===== config.mk =====
export PLATFORM = sky130hd
export DESIGN_NAME = if_stage_fetch_queue
export DESIGN_NICKNAME = d
export VERILOG_FILES = /design/src/rtl/if_stage_fetch_queue.sv
export SDC_FILE = /design/constraint.sdc
export NUM_CORES = 1
export LEC_CHECK = 0
export CAP_MARGIN = 20
export CORE_ASPECT_RATIO = 0.5
export CORE_MARGIN = 2
export CORE_UTILIZATION = 50
export DETAILED_ROUTE_END_ITERATION = 16
export PLACE_DENSITY = 0.73
export SLEW_MARGIN = 20
export SYNTH_ARGS = -nofsm -noshare
export SYNTH_HDL_FRONTEND = slang
export SYNTH_SLANG_ARGS = --single-unit

===== constraint.sdc =====
create_clock -name clk -period 7.2 [get_ports clk]
set_clock_uncertainty 0.1 [all_clocks]
set_input_delay 1.08 -clock clk [delete_from_list [all_inputs] [get_ports clk]]
set_output_delay 1.08 -clock clk [all_outputs]
set_load 0.01 [all_outputs]

===== src/rtl/if_stage_fetch_queue.sv =====
// Instruction fetch stage: in-flight request tracking plus an ID-facing queue.
// Define IF_PERF_CNT_EN to add the fetch/drop performance counters.
module if_stage_fetch_queue #(
   parameter logic [31:0] RESET_PC        = 32'h0000_0000,
   parameter int          FETCH_DEPTH     = 4,
   parameter int          MAX_OUTSTANDING = 2
) (
   input  logic        clk,
   input  logic        rst,
   input  logic        redirect_valid,
   input  logic [31:0] redirect_pc,
   input  logic        id_allow_in,
   output logic        if_to_id_valid,
   output logic [63:0] if_to_id_bus,
`ifdef IF_PERF_CNT_EN
   output logic [31:0] perf_fetch_cnt,
   output logic [31:0] perf_drop_cnt,
`endif
   output logic [31:0] pc,
   output logic        inst_req_valid,
   input  logic        inst_req_ready,
   input  logic [31:0] instruction,
   input  logic        inst_valid,
   output logic        inst_ready
);

   localparam int QAW = $clog2(FETCH_DEPTH);
   localparam int QCW = $clog2(FETCH_DEPTH + 1);
   localparam int OCW = $clog2(MAX_OUTSTANDING + 1);
   localparam int FAW = (MAX_OUTSTANDING > 1) ? $clog2(MAX_OUTSTANDING) : 1;
   localparam int SW  = QCW + 1;

   localparam logic [OCW-1:0] MAX_O   = OCW'(MAX_OUTSTANDING);
   localparam logic [SW-1:0]  DEPTH_S = SW'(FETCH_DEPTH);
   localparam logic [FAW-1:0] F_LAST  = FAW'(MAX_OUTSTANDING - 1);

   logic [31:0]    fetch_pc_q, fetch_pc_d;
   logic [63:0]    q_mem_q [FETCH_DEPTH];
   logic [63:0]    q_mem_d [FETCH_DEPTH];
   logic [QAW-1:0] q_wr_q, q_wr_d, q_rd_q, q_rd_d;
   logic [QCW-1:0] q_cnt_q, q_cnt_d;
   logic [31:0]    f_mem_q [MAX_OUTSTANDING];
   logic [31:0]    f_mem_d [MAX_OUTSTANDING];
   logic [FAW-1:0] f_wr_q, f_wr_d, f_rd_q, f_rd_d;
   logic [OCW-1:0] out_q, out_d, drop_q, drop_d;

   logic           req_fire, resp_fire, discard, keep, pop;
   logic [SW-1:0]  used;

   assign used           = SW'(out_q) + SW'(q_cnt_q);
   assign inst_req_valid = ~rst & ~redirect_valid & (out_q < MAX_O) & (used < DEPTH_S);
   assign pc             = fetch_pc_q;
   assign inst_ready     = 1'b1;
   assign if_to_id_valid = ~rst & (q_cnt_q != '0) & ~redirect_valid;
   assign if_to_id_bus   = q_mem_q[q_rd_q];

   always_comb begin
      // Responses with nothing in flight are ignored so no counter can underflow.
      resp_fire  = inst_valid & (out_q != '0);
      discard    = resp_fire & (redirect_valid | (drop_q != '0));
      keep       = resp_fire & ~discard;
      req_fire   = inst_req_valid & inst_req_ready;
      pop        = if_to_id_valid & id_allow_in;
      fetch_pc_d = fetch_pc_q;
      q_mem_d    = q_mem_q;
      q_wr_d     = q_wr_q;
      q_rd_d     = q_rd_q;
      f_mem_d    = f_mem_q;
      f_wr_d     = f_wr_q;
      f_rd_d     = f_rd_q;
      drop_d     = drop_q;
      q_cnt_d    = q_cnt_q + QCW'(keep) - QCW'(pop);
      out_d      = out_q + OCW'(req_fire) - OCW'(resp_fire);
      if (req_fire) begin
         f_mem_d[f_wr_q] = fetch_pc_q;
         f_wr_d          = (f_wr_q == F_LAST) ? '0 : f_wr_q + FAW'(1);
         fetch_pc_d      = fetch_pc_q + 32'd4;
      end
      if (keep) begin
         q_mem_d[q_wr_q] = {instruction, f_mem_q[f_rd_q]};
         q_wr_d          = q_wr_q + QAW'(1);
         f_rd_d          = (f_rd_q == F_LAST) ? '0 : f_rd_q + FAW'(1);
      end
      if (pop) q_rd_d = q_rd_q + QAW'(1);
      if (resp_fire && drop_q != '0) drop_d = drop_q - OCW'(1);
      // Everything still in flight after this cycle belongs to the old path.
      if (redirect_valid) begin
         fetch_pc_d = redirect_pc;
         q_wr_d     = '0;
         q_rd_d     = '0;
         q_cnt_d    = '0;
         f_wr_d     = '0;
         f_rd_d     = '0;
         drop_d     = out_q - OCW'(resp_fire);
      end
   end

   always_ff @(posedge clk) begin
      if (rst) begin
         fetch_pc_q <= RESET_PC;
         q_wr_q     <= '0;
         q_rd_q     <= '0;
         q_cnt_q    <= '0;
         f_wr_q     <= '0;
         f_rd_q     <= '0;
         out_q      <= '0;
         drop_q     <= '0;
      end else begin
         fetch_pc_q <= fetch_pc_d;
         q_wr_q     <= q_wr_d;
         q_rd_q     <= q_rd_d;
         q_cnt_q    <= q_cnt_d;
         f_wr_q     <= f_wr_d;
         f_rd_q     <= f_rd_d;
         out_q      <= out_d;
         drop_q     <= drop_d;
      end
   end

   always_ff @(posedge clk) begin
      q_mem_q <= q_mem_d;
      f_mem_q <= f_mem_d;
   end

`ifdef IF_PERF_CNT_EN
   logic [31:0] perf_fetch_q, perf_fetch_d, perf_drop_q, perf_drop_d;

   always_comb begin
      perf_fetch_d = perf_fetch_q + 32'(pop);
      perf_drop_d  = perf_drop_q + 32'(discard);
   end

   always_ff @(posedge clk) begin
      if (rst) begin
         perf_fetch_q <= '0;
         perf_drop_q  <= '0;
      end else begin
         perf_fetch_q <= perf_fetch_d;
         perf_drop_q  <= perf_drop_d;
      end
   end

   assign perf_fetch_cnt = perf_fetch_q;
   assign perf_drop_cnt  = perf_drop_q;
`endif

endmodule


==> flow_summary.yaml, run 1 <==
run_status:
  outcome: "finished clean"
sta:
  final_hold_viol_count: 0
  rsz0062_at_grt: "no"
  timing.slew.headroom_pct: 24.9
  drv_slew: 0
  setup_tns_ns: 0
  fin_crit_ns: 4.37
  setup_violations: 0
  worstMarginPinSlew_ns: 1.13
  period_share_pct: 60.7
  timing.fmax_ghz: 0.229
setup_path:
  r2r-start: "out_q[1]"
  cp.arrival_ns: 3.19
  worstPathRequired_ns: 6.02
  r2r_cells: 5
  path_max_fanout: 34
  path_class: "reg2out"
  end_kind: "output pin"
  start_kind: "register"
  startpoint: "q_rd_q[0]"
cts:
  clock-sinks: 365
  post-cts-setup-buffers: 0
  holdBufCountCts: 0
  root_buffer: "clkbuf_16"
  htreeDepth: 2
  cts_tree: "yes"
  ctsResizeCount: 0
  clkTransAtPathRegs_ns: 0.07
  clockBufferDepth: 3
  cts_made_buffers: 34
  worstSkewPairLatency_ns: 0.52
synth:
  synth.avg_cell_area_um2: 18.5
  synth_seq_cells: 365
  netlist_area_um2: 14100
  postSynthCellCount: 759
  async_reset_ff_share_pct: 0
  yosysWarnings: 0
  synth_flop_cell: "edfxtp_1"
  ys_seq_area_share_pct: 74.7
  synth_cell_types: 54
  synth-edff-count: 320
  synth_nets: 842
grt:
  track_usage_pct: 19.7
  grt_pass1_vias: 7624
  antenna_found_initial: 0
  top_usage_layer: "met2"
  met1_usage_pct: 26.8
  overflow: 0
  gr-usage-met2_pct: 32.3
  grt_pass1_wl_um: 43500
  grt_util_met3_pct: 4.14
  grt_max_degree: 65
layout:
  area_delta_synth_final_pct: 23.0
  layout_commonest_cell: "edfxtp_1"
  final_nets: 1016
  mostFrequentLayoutCells: "edfxtp_1 (320), clkdlybuf4s50_1 (167), mux4_2 (64)"
  antenna_cells: 0
  drive_above_1_share_pct: 17.6
drt:
  vias_per_cell: 5.63
  routed-via-count: 7532
  routedWlPerCell_um: 21.4
  finalWirelength_um: 28700
  ant_nets: 0
  drc_errors: 0
  first_iter_violations: 674
  first_pass_iters: 6
power_and_ir_drop:
  power_density_nw_per_um2: 266
  leakage_nw: 5.48
  power_mw: 4.60
  vdd_drop_max_uv: 153
placed_design:
  globalplace.congestion: 0.805
  io_buffers: 167
  dp.final_hpwl_um: 17500
floorplan:
  initial_utilization_pct: 50.8
  rows: 43
  die-area_um2: 29600
  die_x_um: 241
  die-height_um: 123
  ios: 169
  core_area_um2: 27700
min_path:
  hold_path_depth: 2
  hold_path.class: "reg2reg"
  worstHoldStart: "q_wr_q[1]"
job:
  max-cap-violations: 0
==> synth_stat cells (3+ instances only) <==
cell type	instances	area (um2)
dfxtp_1	45	901
mux2i_1	4	40.0
o21ai_0	7	35.0
nor2_1	45	169
a221oi_1	3	26.3
a31oi_1	8	50.1
xnor2_1	15	131
a22oi_1	3	22.5
a211oi_1	9	67.6
nand3_1	14	70.1
or3_1	3	18.8
nor4_1	9	56.3
xor2_1	8	70.1
inv_1	16	60.1
nor4b_1	3	26.3
nand2_1	17	63.8
nand4_1	13	81.3
o22ai_1	3	18.8
and2_1	10	62.6
buf_1	11	41.3
edfxtp_1	320	9610
ha_1	12	150
mux4_2	64	1440
nor3_1	12	60.1
mux2_2	32	360
clkbuf_1	22	82.6
a21oi_1	17	85.1
==> where the power goes <==
part / internal, mW / switching [mW]
Combinational: 0.168 / 0.159
Clock: 1.11 / 0.746
Sequential: 2.37 / 0.0430
Total: 3.65 / 0.949
==> routing by layer <==
layer | wire length [um] | up-vias
met5 | 0 | -
li1 | - | 3395
met2 | 13900 | 215
met4 | 818 | 0
met1 | 12500 | 3861
met3 | 1400 | 61
==> per-stage QoR <==
step	cell area [um2]	setup WS, ns	hold WS [ns]	util [%]	std cells
CTS	17300	2.71	0.404	62.5	1339
detailed placement	16200	2.88	0.394	58.3	1279
global placement	16200	2.94	0.383	58.3	1279
global route	17300	2.55	0.420	62.5	1339
finish	17300	2.83	0.426	62.5	1339
floorplan	14100	3.04	0.369	-	759
==> path summary, 6_finish.rpt <==
kind / endpoint / slack, ns
max: if_to_id_bus[3] / 2.83
min: q_wr_q[1] / 0.43
max reg2reg: f_mem_q[50] / 3.95
min reg2reg: q_wr_q[1] / 0.43
==> worst max-delay path, stage by stage, from the launching register on <==
cell and delay [ns]:
dfxtp_4 0.80, buf_4 0.69, mux4_2 0.58, clkdlybuf4s50_1 0.56
==> sequential cells by signal, summed over array words and instances, names as in the netlist <==
signal   count
f_rd_q       1
q_cnt_q      3
drop_q       2
q_mem_q    256
q_rd_q       2
f_wr_q       1
q_wr_q       2
pc          32
f_mem_q     64
out_q        2
==> cell families after synthesis <==
logic type | after synthesis | synth area share [%]
muxes | 100 | 13.1
and+or+nand+nor | 140 | 5.11
DFF | 365 | 74.7
adders and majority gates | 13 | 1.21
other | 1 | 0.0266
buffers and inverters | 54 | 1.48
AOI/OAI and AO/OA | 63 | 2.99
xor gates and xnor gates | 23 | 1.43
==> area by class of cell <==
cell class                      count  area, um2
Clock buffer                       44        950
Clock inverter                     16        208
Fill cell                        1913      10400
Inverter                           18       67.6
Multi-Input combinational cell    340       3370
Sequential cell                   365      10500
Tap cell                          382        478
Timing Repair Buffer              174       1720
No activity file was read; power rests on OpenSTA's default activity.
==> inputs of run 2 (changes only) <==
- PLACE_DENSITY: 0.73 -> 0.76
- clock period: 7.2 -> 3.9 ns (I/O delays scaled with it)
==> run 2 against run 1 <==
Die area unchanged. Register-to-register slack got worse by 3.1 ns. Count of clock-buffer cells in the layout increased by 2. Clock power increased by 83%. Sequential cell count unchanged. First-iteration DRC count decreased by 5.6%.
==> flow_summary.yaml, run 2 (synthesized netlist as in run 1, its figures left out) <==
cts:
  post-cts-setup-buffers: 0
  holdBufCountCts: 0
  htreeDepth: 2
  clockBufferDepth: 3
  worstSkewPairLatency_ns: 0.51
  root_buffer: "clkbuf_16"
  ctsResizeCount: 0
  clock-sinks: 365
  clkTransAtPathRegs_ns: 0.06
  cts_tree: "yes"
  cts_made_buffers: 34
setup_path:
  cp.arrival_ns: 2.44
  path_class: "reg2out"
  start_kind: "register"
  path_max_fanout: 39
  end_kind: "output pin"
  worstPathRequired_ns: 3.21
drt:
  routed-via-count: 7625
  ant_nets: 0
  finalWirelength_um: 29600
  first_pass_iters: 5
  routedWlPerCell_um: 21.9
  vias_per_cell: 5.63
  drc_errors: 0
  first_iter_violations: 636
sta:
  timing.fmax_ghz: 0.320
  fin_crit_ns: 3.12
  setup_ws_ns: 0.776
  timing.slew.headroom_pct: 42.1
  drv_slew: 0
  setup_tns_ns: 0
  worstMarginPinSlew_ns: 0.861
  period_share_pct: 80.1
  rsz0062_at_grt: "no"
  holdWs_ns: 0.406
  final_hold_viol_count: 0
  setup_violations: 0
placed_design:
  io_buffers: 167
  pre_cts_ws_ns: 0.502
  globalplace.congestion: 0.838
  dp.final_hpwl_um: 19000
  placedCellCount: 1293
floorplan:
  initial_utilization_pct: 50.8
  die-area_um2: 29600
  rows: 43
  core_area_um2: 27700
  die_x_um: 241
  die-height_um: 123
  ios: 169
layout:
  drive_above_1_share_pct: 18.8
  top_register: "q_mem_q"
  layout_commonest_cell: "edfxtp_1"
  area_delta_synth_final_pct: 24.5
  largest_reg_flops: 256
  final_nets: 1030
  final_cells: 1354
  mostFrequentLayoutCells: "edfxtp_1 (320), clkdlybuf4s50_1 (167), mux4_2 (64)"
  antenna_cells: 0
job:
  max-cap-violations: 0
grt:
  overflow: 0
  grt_max_degree: 43
  grt_pass1_wl_um: 44600
  grt_pass1_vias: 7638
  track_usage_pct: 20.4
  antenna_found_initial: 0
power_and_ir_drop:
  power_mw: 8.49
  power_density_nw_per_um2: 485
  vdd_drop_max_uv: 241
  leakage_nw: 5.57
min_path:
  hold_path.class: "reg2reg"
run_status:
  outcome: "finished clean"
## run 2: changes by cell type in the layout (fill, tap and decap cells not counted), sizes merged
cell      before  now
buf            7   21
inv           19   20
clkinvlp       0    1
clkinv        10    8
bufinv         5    4
clkbuf        44   46
## run 2: per-layer routing
metal	GRT usage [%]	wire length, um
met2	35.2	15100
met1	27.5	12400
met4	5.40	558
met5	0	0
met3	3.40	1560
## run 2: path summary, 6_finish.rpt
kind                            to       from  slack [ns]  cells after the start
hold / removal         f_mem_q[33]      pc[1]        0.41                      0
hold reg to reg        f_mem_q[33]      pc[1]        0.41                      0
setup / recovery  if_to_id_bus[20]  q_rd_q[1]        0.78                      3
setup reg to reg            pc[15]   out_q[1]        0.85                      7
## run 2: per-stage QoR
step / area, um2 / util, %
finish: 17500 / 63.3
global route: 17500 / 63.3
global placement: 16400 / 59.1
floorplan: 14100 / -
CTS: 17500 / 63.3
detailed placement: 16400 / 59.1
## run 2: critical path, cell delays in order (launching register included)
cell and delay [ns]:
dfxtp_4 0.63, buf_12 0.29, mux4_2 0.40, clkdlybuf4s50_1 0.50
## run 2: area by class of cell
type | instances | area (um2)
clock buffers | 46 | 980
inverters | 18 | 67.6
repair buffers | 188 | 1930
multi-input cells | 340 | 3370
well taps | 382 | 478
clock inverters | 15 | 181
fillers | 1910 | 10200
flip-flops and latches | 365 | 10500
## run 2: where the power goes
group          internal (mW)  switching (mW)
Combinational          0.324           0.297
Sequential              4.37          0.0844
Clock                   2.04            1.38
